--- src/rtl/rob_mc_if.sv ---
// Bus bundle for rob_mc: dispatch, writeback, commit and status signals.
// When ROB_PERF_EN is defined the performance counter outputs are included.
interface rob_mc_if #(
  parameter int unsigned SS        = 2,
  parameter int unsigned DEPTH     = 16,
  parameter int unsigned N_WB      = 3,
  parameter int unsigned PAYLOAD_W = 64,
  parameter int unsigned ID_W      = $clog2(DEPTH)
);
  logic [SS-1:0]                  disp_valid;
  logic [SS-1:0][PAYLOAD_W-1:0]   disp_payload;
  logic                           disp_ready;
  logic [SS-1:0][ID_W-1:0]        alloc_id;
  logic [N_WB-1:0]                wb_valid;
  logic [N_WB-1:0][ID_W-1:0]      wb_id;
  logic                           commit_stall;
  logic [SS-1:0]                  commit_valid;
  logic [SS-1:0][PAYLOAD_W-1:0]   commit_payload;
  logic [SS-1:0][ID_W-1:0]        commit_id;
  logic [SS-1:0][63:0]            commit_order;
  logic                           flush;
  logic [ID_W:0]                  count;
  logic                           full;
  logic                           empty;
`ifdef ROB_PERF_EN
  logic [31:0]                    perf_head_block;
  logic [31:0]                    perf_full_cycles;
  logic [SS:0][31:0]              perf_commit_hist;
`endif

  // Environment side: dispatch/rename, writeback channels and commit stage
  modport master (
`ifdef ROB_PERF_EN
    input  perf_head_block, perf_full_cycles, perf_commit_hist,
`endif
    output disp_valid, disp_payload, wb_valid, wb_id, commit_stall, flush,
    input  disp_ready, alloc_id, commit_valid, commit_payload, commit_id,
    input  commit_order, count, full, empty
  );

  // Reorder buffer side
  modport slave (
`ifdef ROB_PERF_EN
    output perf_head_block, perf_full_cycles, perf_commit_hist,
`endif
    input  disp_valid, disp_payload, wb_valid, wb_id, commit_stall, flush,
    output disp_ready, alloc_id, commit_valid, commit_payload, commit_id,
    output commit_order, count, full, empty
  );
endinterface

--- src/rtl/rob_mc.sv ---
// rob_mc: multi-lane reorder buffer. Allocates up to SS entries per cycle,
// marks entries done from N_WB writeback channels and retires the longest
// ready in-order prefix (up to SS) per cycle with a running order counter.
// Optional macro ROB_PERF_EN adds saturating performance counters.
module rob_mc #(
  parameter int unsigned SS        = 2,
  parameter int unsigned DEPTH     = 16,
  parameter int unsigned N_WB      = 3,
  parameter int unsigned PAYLOAD_W = 64,
  parameter int unsigned ID_W      = $clog2(DEPTH)
) (
  input  logic    clk,
  input  logic    rst,
  rob_mc_if.slave bus
);
  localparam int unsigned     CNT_W     = ID_W + 1;
  localparam logic [CNT_W-1:0] READY_MAX = CNT_W'(DEPTH - SS);
  localparam logic [CNT_W-1:0] DEPTH_CNT = CNT_W'(DEPTH);

  logic [CNT_W-1:0]                head_q, head_d, tail_q, tail_d;
  logic [DEPTH-1:0]                valid_q, valid_d, done_q, done_d;
  logic [DEPTH-1:0][PAYLOAD_W-1:0] payload_q, payload_d;
  logic [63:0]                     order_q, order_d;

  logic [CNT_W-1:0]             count_c, n_c, k_c;
  logic                         disp_ready_c, disp_fire_c, full_c, empty_c;
  logic [SS-1:0]                commit_valid_c;
  logic [SS-1:0][ID_W-1:0]      commit_id_c, alloc_id_c;
  logic [SS-1:0][PAYLOAD_W-1:0] commit_payload_c;
  logic [SS-1:0][63:0]          commit_order_c;

  // Occupancy and dispatch acceptance from registered pointers only
  assign count_c      = tail_q - head_q;
  assign full_c       = (count_c == DEPTH_CNT);
  assign empty_c      = (count_c == '0);
  assign disp_ready_c = (count_c <= READY_MAX);
  assign disp_fire_c  = disp_ready_c && (|bus.disp_valid) && !bus.flush;

  // Id each dispatch lane receives, modulo DEPTH
  always_comb begin
    alloc_id_c = '0;
    for (int unsigned i = 0; i < SS; i++) begin
      alloc_id_c[i] = tail_q[ID_W-1:0] + ID_W'(i);
    end
  end

  // Longest ready in-order prefix starting at head
  always_comb begin
    logic [ID_W-1:0] idx;
    logic            run;
    commit_valid_c   = '0;
    commit_id_c      = '0;
    commit_payload_c = '0;
    commit_order_c   = '0;
    idx              = '0;
    run              = !bus.commit_stall && !bus.flush;
    for (int unsigned i = 0; i < SS; i++) begin
      idx = head_q[ID_W-1:0] + ID_W'(i);
      if (run && valid_q[idx] && done_q[idx]) begin
        commit_valid_c[i]   = 1'b1;
        commit_id_c[i]      = idx;
        commit_payload_c[i] = payload_q[idx];
        commit_order_c[i]   = order_q + 64'(i);
      end else begin
        run = 1'b0;
      end
    end
  end

  // Next state: writeback, retire, allocate; flush overrides all but order
  always_comb begin
    logic [ID_W-1:0] idx;
    head_d    = head_q;
    tail_d    = tail_q;
    valid_d   = valid_q;
    done_d    = done_q;
    payload_d = payload_q;
    order_d   = order_q;
    n_c       = '0;
    k_c       = '0;
    idx       = '0;
    for (int unsigned i = 0; i < SS; i++) begin
      n_c = n_c + CNT_W'(bus.disp_valid[i]);
      k_c = k_c + CNT_W'(commit_valid_c[i]);
    end
    for (int unsigned w = 0; w < N_WB; w++) begin
      if (bus.wb_valid[w] && valid_q[bus.wb_id[w]]) begin
        done_d[bus.wb_id[w]] = 1'b1;
      end
    end
    for (int unsigned i = 0; i < SS; i++) begin
      if (commit_valid_c[i]) begin
        idx          = head_q[ID_W-1:0] + ID_W'(i);
        valid_d[idx] = 1'b0;
        done_d[idx]  = 1'b0;
      end
    end
    if (disp_fire_c) begin
      for (int unsigned i = 0; i < SS; i++) begin
        if (bus.disp_valid[i]) begin
          idx            = tail_q[ID_W-1:0] + ID_W'(i);
          valid_d[idx]   = 1'b1;
          done_d[idx]    = 1'b0;
          payload_d[idx] = bus.disp_payload[i];
        end
      end
      tail_d = tail_q + n_c;
    end
    head_d  = head_q + k_c;
    order_d = order_q + 64'(k_c);
    if (bus.flush) begin
      head_d  = '0;
      tail_d  = '0;
      valid_d = '0;
      done_d  = '0;
    end
  end

  // State registers
  always_ff @(posedge clk or negedge rst) begin
    if (!rst) begin
      head_q    <= '0;
      tail_q    <= '0;
      valid_q   <= '0;
      done_q    <= '0;
      payload_q <= '0;
      order_q   <= '0;
    end else begin
      head_q    <= head_d;
      tail_q    <= tail_d;
      valid_q   <= valid_d;
      done_q    <= done_d;
      payload_q <= payload_d;
      order_q   <= order_d;
    end
  end

  assign bus.disp_ready     = disp_ready_c;
  assign bus.alloc_id       = alloc_id_c;
  assign bus.commit_valid   = commit_valid_c;
  assign bus.commit_id      = commit_id_c;
  assign bus.commit_payload = commit_payload_c;
  assign bus.commit_order   = commit_order_c;
  assign bus.count          = count_c;
  assign bus.full           = full_c;
  assign bus.empty          = empty_c;

  // Dispatch lanes must form a contiguous run starting at lane 0
  logic disp_contig_c;
  assign disp_contig_c = ((bus.disp_valid & (bus.disp_valid + SS'(1))) == '0);
  assert property (@(posedge clk) disable iff (!rst) disp_contig_c);

`ifdef ROB_PERF_EN
  logic [31:0]       perf_head_block_q, perf_head_block_d;
  logic [31:0]       perf_full_q, perf_full_d;
  logic [SS:0][31:0] perf_hist_q, perf_hist_d;

  // Saturating event counters; only reset clears them
  always_comb begin
    perf_head_block_d = perf_head_block_q;
    perf_full_d       = perf_full_q;
    perf_hist_d       = perf_hist_q;
    if (!empty_c && !commit_valid_c[0] && !bus.commit_stall && (perf_head_block_q != '1)) begin
      perf_head_block_d = perf_head_block_q + 32'd1;
    end
    if (full_c && (perf_full_q != '1)) begin
      perf_full_d = perf_full_q + 32'd1;
    end
    for (int unsigned b = 0; b <= SS; b++) begin
      if ((k_c == CNT_W'(b)) && (perf_hist_q[b] != '1)) begin
        perf_hist_d[b] = perf_hist_q[b] + 32'd1;
      end
    end
  end

  // Performance counter registers
  always_ff @(posedge clk or negedge rst) begin
    if (!rst) begin
      perf_head_block_q <= '0;
      perf_full_q       <= '0;
      perf_hist_q       <= '0;
    end else begin
      perf_head_block_q <= perf_head_block_d;
      perf_full_q       <= perf_full_d;
      perf_hist_q       <= perf_hist_d;
    end
  end

  assign bus.perf_head_block  = perf_head_block_q;
  assign bus.perf_full_cycles = perf_full_q;
  assign bus.perf_commit_hist = perf_hist_q;
`endif
endmodule
--- src/flat_wrapper.sv ---
// flat-port wrapper written by rule: the top's interface ports become plain ports
module rob_mc_flat 
#(
  parameter int unsigned SS        = 2,
  parameter int unsigned DEPTH     = 16,
  parameter int unsigned N_WB      = 3,
  parameter int unsigned PAYLOAD_W = 64,
  parameter int unsigned ID_W      = $clog2(DEPTH)
)
  (clk, rst, bus_disp_valid, bus_disp_payload, bus_wb_valid, bus_wb_id, bus_commit_stall, bus_flush, bus_disp_ready, bus_alloc_id, bus_commit_valid, bus_commit_payload, bus_commit_id, bus_commit_order, bus_count, bus_full, bus_empty);
  rob_mc_if #(.SS(SS), .DEPTH(DEPTH), .N_WB(N_WB), .PAYLOAD_W(PAYLOAD_W), .ID_W(ID_W)) bus_i ();
  input  logic clk;
  input  logic rst;
  input wire logic [$bits(bus_i.disp_valid)-1:0] bus_disp_valid;
  input wire logic [$bits(bus_i.disp_payload)-1:0] bus_disp_payload;
  input wire logic [$bits(bus_i.wb_valid)-1:0] bus_wb_valid;
  input wire logic [$bits(bus_i.wb_id)-1:0] bus_wb_id;
  input wire logic [$bits(bus_i.commit_stall)-1:0] bus_commit_stall;
  input wire logic [$bits(bus_i.flush)-1:0] bus_flush;
  output wire logic [$bits(bus_i.disp_ready)-1:0] bus_disp_ready;
  output wire logic [$bits(bus_i.alloc_id)-1:0] bus_alloc_id;
  output wire logic [$bits(bus_i.commit_valid)-1:0] bus_commit_valid;
  output wire logic [$bits(bus_i.commit_payload)-1:0] bus_commit_payload;
  output wire logic [$bits(bus_i.commit_id)-1:0] bus_commit_id;
  output wire logic [$bits(bus_i.commit_order)-1:0] bus_commit_order;
  output wire logic [$bits(bus_i.count)-1:0] bus_count;
  output wire logic [$bits(bus_i.full)-1:0] bus_full;
  output wire logic [$bits(bus_i.empty)-1:0] bus_empty;
  assign bus_i.disp_valid = bus_disp_valid;
  assign bus_i.disp_payload = bus_disp_payload;
  assign bus_i.wb_valid = bus_wb_valid;
  assign bus_i.wb_id = bus_wb_id;
  assign bus_i.commit_stall = bus_commit_stall;
  assign bus_i.flush = bus_flush;
  assign bus_disp_ready = bus_i.disp_ready;
  assign bus_alloc_id = bus_i.alloc_id;
  assign bus_commit_valid = bus_i.commit_valid;
  assign bus_commit_payload = bus_i.commit_payload;
  assign bus_commit_id = bus_i.commit_id;
  assign bus_commit_order = bus_i.commit_order;
  assign bus_count = bus_i.count;
  assign bus_full = bus_i.full;
  assign bus_empty = bus_i.empty;
  rob_mc #(.SS(SS), .DEPTH(DEPTH), .N_WB(N_WB), .PAYLOAD_W(PAYLOAD_W), .ID_W(ID_W)) u_core (.clk(clk), .rst(rst), .bus(bus_i));
endmodule
--- config.mk ---
export PLATFORM = sky130hd
export DESIGN_NAME = rob_mc_flat
export DESIGN_NICKNAME = d
export VERILOG_FILES = /design/src/rtl/rob_mc_if.sv /design/src/rtl/rob_mc.sv /design/src/flat_wrapper.sv
export SDC_FILE = /design/constraint.sdc
export NUM_CORES = 2
export LEC_CHECK = 0
export CORE_AREA = 2 2 430 432
export CTS_BUF_LIST = sky130_fd_sc_hd__clkbuf_16
export DETAILED_ROUTE_END_ITERATION = 12
export DIE_AREA = 0 0 432 434
export PLACE_DENSITY = 0.65
export SYNTH_ARGS = -nofsm -noshare
export SYNTH_HDL_FRONTEND = slang
export SYNTH_SLANG_ARGS = --single-unit
--- constraint.sdc ---
create_clock -name clk -period 6 [get_ports clk]
set_input_delay 0.6 -clock clk [delete_from_list [all_inputs] [get_ports clk]]
set_output_delay 0.6 -clock clk [all_outputs]
set_load 0.02 [all_outputs]
==> flow_results.xml <==
<?xml version="1.0" encoding="UTF-8"?>
<metrics>
  <group name="status">
    <metric name="outcome" unit="">completed</metric>
  </group>
  <group name="power_and_ir_drop">
    <metric name="flop_pwr_share" unit="%">45.6</metric>
    <metric name="clock_power_share" unit="%">32.4</metric>
    <metric name="power.switching_fraction" unit="%">30.67</metric>
    <metric name="power.density_cell_area" unit="mW/mm^2">281.4</metric>
    <metric name="p_leak" unit="nW">32.47</metric>
    <metric name="p_int" unit="mW">16.10</metric>
    <metric name="power.net_switching" unit="mW">7.122</metric>
    <metric name="power_frac_comb" unit="%">22.0</metric>
    <metric name="peakVddDrop" unit="V">0.0002432</metric>
  </group>
  <group name="timing">
    <metric name="unrepaired_setup_endpoints_after_global_routing" unit="">false</metric>
    <metric name="worst_pin_slew" unit="ns">1.451</metric>
    <metric name="max_clock_freq" unit="GHz">0.1712</metric>
    <metric name="timing.max_slew.rel_slack" unit="%">3.032</metric>
    <metric name="finalSetupViolations" unit="">0</metric>
    <metric name="slew_violations" unit="">0</metric>
    <metric name="min_period_over_period" unit="%">97.37</metric>
    <metric name="fin_worst_skew" unit="ns">0.02854</metric>
    <metric name="period_minus_slack" unit="ns">5.842</metric>
    <metric name="hold_violations" unit="">0</metric>
    <metric name="fin_setup_tns" unit="ns">0</metric>
  </group>
  <group name="floorplanning">
    <metric name="die_w" unit="um">432</metric>
    <metric name="io-pin-count" unit="">431</metric>
    <metric name="placeableCoreArea" unit="mm^2">0.1825</metric>
    <metric name="die_y" unit="um">434</metric>
    <metric name="dieArea" unit="mm^2">0.1875</metric>
    <metric name="placementRows" unit="">157</metric>
    <metric name="floorplan.initialDensity" unit="%">39.80</metric>
  </group>
  <group name="routing">
    <metric name="wl_per_cell" unit="um">28.87</metric>
    <metric name="drt_first_iter_violations" unit="">6686</metric>
    <metric name="first_pass_iters" unit="">6</metric>
    <metric name="antenna_left" unit="">0</metric>
    <metric name="route.vias.total" unit="">59052</metric>
    <metric name="viasPerCell" unit="">6.326</metric>
    <metric name="post-route-drc-count" unit="">0</metric>
    <metric name="totalWireLength" unit="mm">269.5</metric>
  </group>
  <group name="synthesis">
    <metric name="yosys.area_share.adder" unit="%">0.5754</metric>
    <metric name="synth_warnings" unit="">0</metric>
    <metric name="synth_nets" unit="">7031</metric>
    <metric name="ys_seq_area_share" unit="%">38.93</metric>
    <metric name="synth.distinct_cells" unit="">84</metric>
    <metric name="dominant_combinational_cell_family_by_area_after_synthesis" unit="">multiplexers</metric>
    <metric name="synth-compound-area-share" unit="%">9.337</metric>
    <metric name="synth-async-reset-ratio" unit="%">100.0</metric>
    <metric name="basic_gate_share_of_the_synthesized_area_counting_and_or_nand_and_nor_cells" unit="%">11.67</metric>
    <metric name="syn_area" unit="mm^2">0.07263</metric>
    <metric name="postSynthCellCount" unit="">6851</metric>
    <metric name="synthFlopType" unit="">dfrtp_1</metric>
    <metric name="synth_area_per_cell" unit="um^2">10.60</metric>
    <metric name="yosys-mux-area-fraction" unit="%">33.23</metric>
    <metric name="synth_enable_flop_cells" unit="">0</metric>
    <metric name="ys_seq_elements" unit="">1130</metric>
    <metric name="synth_xor_area_share" unit="%">1.664</metric>
  </group>
  <group name="critical_path">
    <metric name="critical_path.startpoint" unit="">u_core.head_q[0]</metric>
    <metric name="crit_required" unit="ns">5.40</metric>
    <metric name="critical_path_cell_count" unit="">9</metric>
    <metric name="worstReg2RegStart" unit="">u_core.head_q[0]</metric>
    <metric name="endpoint_of_the_lowest_slack_register_to_register_path" unit="">u_core.order_q[40]</metric>
    <metric name="worst_setup_start_kind" unit="">register</metric>
    <metric name="timing.critical_path.arrival" unit="ns">5.24</metric>
    <metric name="timing.critical_path.cells" unit="">ha_1, inv_1, o41ai_2, a32oi_1, nand2_2, nand2_8, buf_12, a211oi_1, clkdlybuf4s50_1</metric>
    <metric name="critical_path_buf_inv_count" unit="">3</metric>
    <metric name="cp_max_fo" unit="">130</metric>
    <metric name="cpMaxStageDelayCell" unit="">a211oi_1</metric>
    <metric name="worst_setup_path_endpoint" unit="">bus_commit_payload[66]</metric>
    <metric name="setup.worst_path.end_class" unit="">primary output</metric>
    <metric name="regToRegSetupSlack" unit="ns">0.51</metric>
    <metric name="critPathMaxStageDelay" unit="ns">0.79</metric>
    <metric name="critPathKind" unit="">register to primary output</metric>
    <metric name="path_delay_family" unit="">compound AO/OA/AOI/OAI gates</metric>
    <metric name="worstRegToRegCells" unit="">18</metric>
  </group>
  <group name="grt">
    <metric name="grt_antenna_before_repair" unit="">48</metric>
    <metric name="track_usage" unit="%">28.26</metric>
    <metric name="number_of_global_route_vias_before_repair" unit="">58390</metric>
    <metric name="grt.overflow.total" unit="">0</metric>
    <metric name="maximum_number_of_pins_on_one_net_before_global_route_repair" unit="">176</metric>
    <metric name="grt_pass1_wl" unit="mm">397.2</metric>
  </group>
  <group name="clocking">
    <metric name="ctsRootBufferMaster" unit="">clkbuf_16</metric>
    <metric name="cts.sinks" unit="">1130</metric>
    <metric name="number_of_levels_the_h_tree_was_split_into" unit="">3</metric>
    <metric name="post-cts-setup-buffer-count" unit="">0</metric>
    <metric name="clk_latency" unit="ns">0.77</metric>
    <metric name="tritoncts.num_buffers" unit="">121</metric>
    <metric name="ctsLongestPathBuffers" unit="">3</metric>
    <metric name="tritoncts_clock_tree" unit="">yes</metric>
    <metric name="clk_transition_reported_paths" unit="ns">0.06</metric>
  </group>
  <group name="cells_and_area">
    <metric name="stdcell_count" unit="">9335</metric>
    <metric name="post-route-util" unit="%">45.21</metric>
    <metric name="layout_commonest_cell" unit="">dfrtp_1</metric>
    <metric name="final_net_count" unit="">6994</metric>
    <metric name="final_layout_size_suffix_gt1_share" unit="%">14.43</metric>
    <metric name="layout_overhead_on_the_synthesized_area" unit="%">13.60</metric>
    <metric name="final.fill_count" unit="">16542</metric>
    <metric name="layout_common_cells" unit="">1127 x dfrtp_1, 1095 x mux2i_1, 718 x nand2_1</metric>
  </group>
  <group name="placement">
    <metric name="numPlacedInstances" unit="">9075</metric>
    <metric name="port_buffers" unit="">430</metric>
    <metric name="place_hpwl" unit="mm">151.8</metric>
    <metric name="gpl_congestion" unit="">0.9186</metric>
  </group>
  <group name="min_path">
    <metric name="hp-class" unit="">primary input to asynchronous set/reset pin</metric>
  </group>
  <group name="flow_run">
    <metric name="max_cap_viol_count" unit="">0</metric>
  </group>
</metrics>
==> kinds of logic (layout without fill, tap and decap cells) <==
| logic type | count (synthesis) | after routing |
|---|---|---|
| xor+xnor | 138 | 138 |
| buf+inv | 754 | 817 |
| other cells | 0 | 36 |
| mux | 1680 | 1680 |
| flops | 1130 | 1130 |
| simple gates | 1897 | 1897 |
| compound gates | 1221 | 1221 |
| fa+ha+maj | 31 | 31 |
==> worst min-delay path by stage <==
stage	endpoint	startpoint	slack, ns
final	u_core.payload_q[76]	rst	0.47
after floorplan	u_core.done_q[0]	rst	0.30
after detailed placement	u_core.payload_q[954]	u_core.payload_q[954]	0.49
after global routing	u_core.payload_q[913]	u_core.payload_q[913]	0.52
after global placement	u_core.payload_q[689]	u_core.payload_q[689]	0.47
after CTS	u_core.payload_q[76]	rst	0.50
==> power by group through the flow <==
stage | combinational, mW | clock [mW] | sequential [mW]
after floorplan | 3.83 | 0 | 10.2
after global placement | 4.89 | 0 | 10.5
after detailed placement | 5.06 | 0 | 10.6
after CTS | 5.09 | 7.63 | 10.5
after global routing | 5.62 | 7.91 | 10.7
final | 5.11 | 7.53 | 10.6
==> layout make-up <==
cell class	instances	area (um^2)	share of cell area (%)
well taps	2385	2984	3.617
clock buffers	123	3078	3.730
inverters	35	146.4	0.1774
flip-flops and latches	1130	28290	34.29
diodes	36	90.09	0.1092
repair buffers	559	5836	7.073
multi-input cells	4967	41310	50.07
clock inverters	100	770.7	0.9341
==> flip-flops by register name, indices dropped and copies added, names as in the netlist <==
name,cells
u_core.order_q,64
u_core.head_q,5
u_core.payload_q,1024
u_core.done_q,16
u_core.tail_q,5
u_core.valid_q,16
==> per-layer routing <==
layer | GRT usage, % | share of wire, % | routed length (um) | vias up
met1 | 37.32 | 40 | 106600 | 30170
met4 | 15.96 | 5.4 | 14550 | 20
met5 | 0 | 0.047 | 126 | -
met3 | 6.376 | 9.9 | 26570 | 726
li1 | - | - | - | 24795
met2 | 42.95 | 45 | 121700 | 3341
==> what timing repair did <==
action / in CTS / in global routing
hold endpoints to repair: 76 / 0
setup endpoints to repair: 0 / 3
resized for setup: 0 / 2
hold buffers: 1 / 0
==> metrics by stage <==
| stage | power, mW | setup WS, ns | cell area, um^2 | hold WS [ns] |
|---|---|---|---|---|
| final | 23.22 | 0.1581 | 82510 | 0.4697 |
| after global routing | 24.27 | 0.02204 | 82500 | 0.5240 |
| after CTS | 23.23 | 0.09782 | 82410 | 0.4964 |
| after detailed placement | 15.69 | 0.5735 | 78550 | 0.4851 |
| after global placement | 15.39 | 0.6547 | 78550 | 0.4730 |
| after floorplan | 14.00 | 0.2497 | 72630 | 0.3044 |
==> cell usage after synthesis, drive strengths merged (27+ instances only) <==
master / n / area share [%]
xnor2: 81 / 0.98
dfrtp: 1130 / 39
clkbuf: 391 / 2.0
nand2: 724 / 3.8
a211oi: 64 / 0.94
buf: 328 / 2.4
nor2: 674 / 3.5
and3: 99 / 0.85
nand4: 41 / 0.35
ha: 27 / 0.47
o21ai: 536 / 3.7
xor2: 57 / 0.69
a21oi: 539 / 3.7
inv: 34 / 0.19
nor3: 34 / 0.24
nand3: 66 / 0.48
mux4: 584 / 18
mux2i: 1095 / 15
and2: 144 / 1.2
No activity file was read; power rests on OpenSTA's default activity.
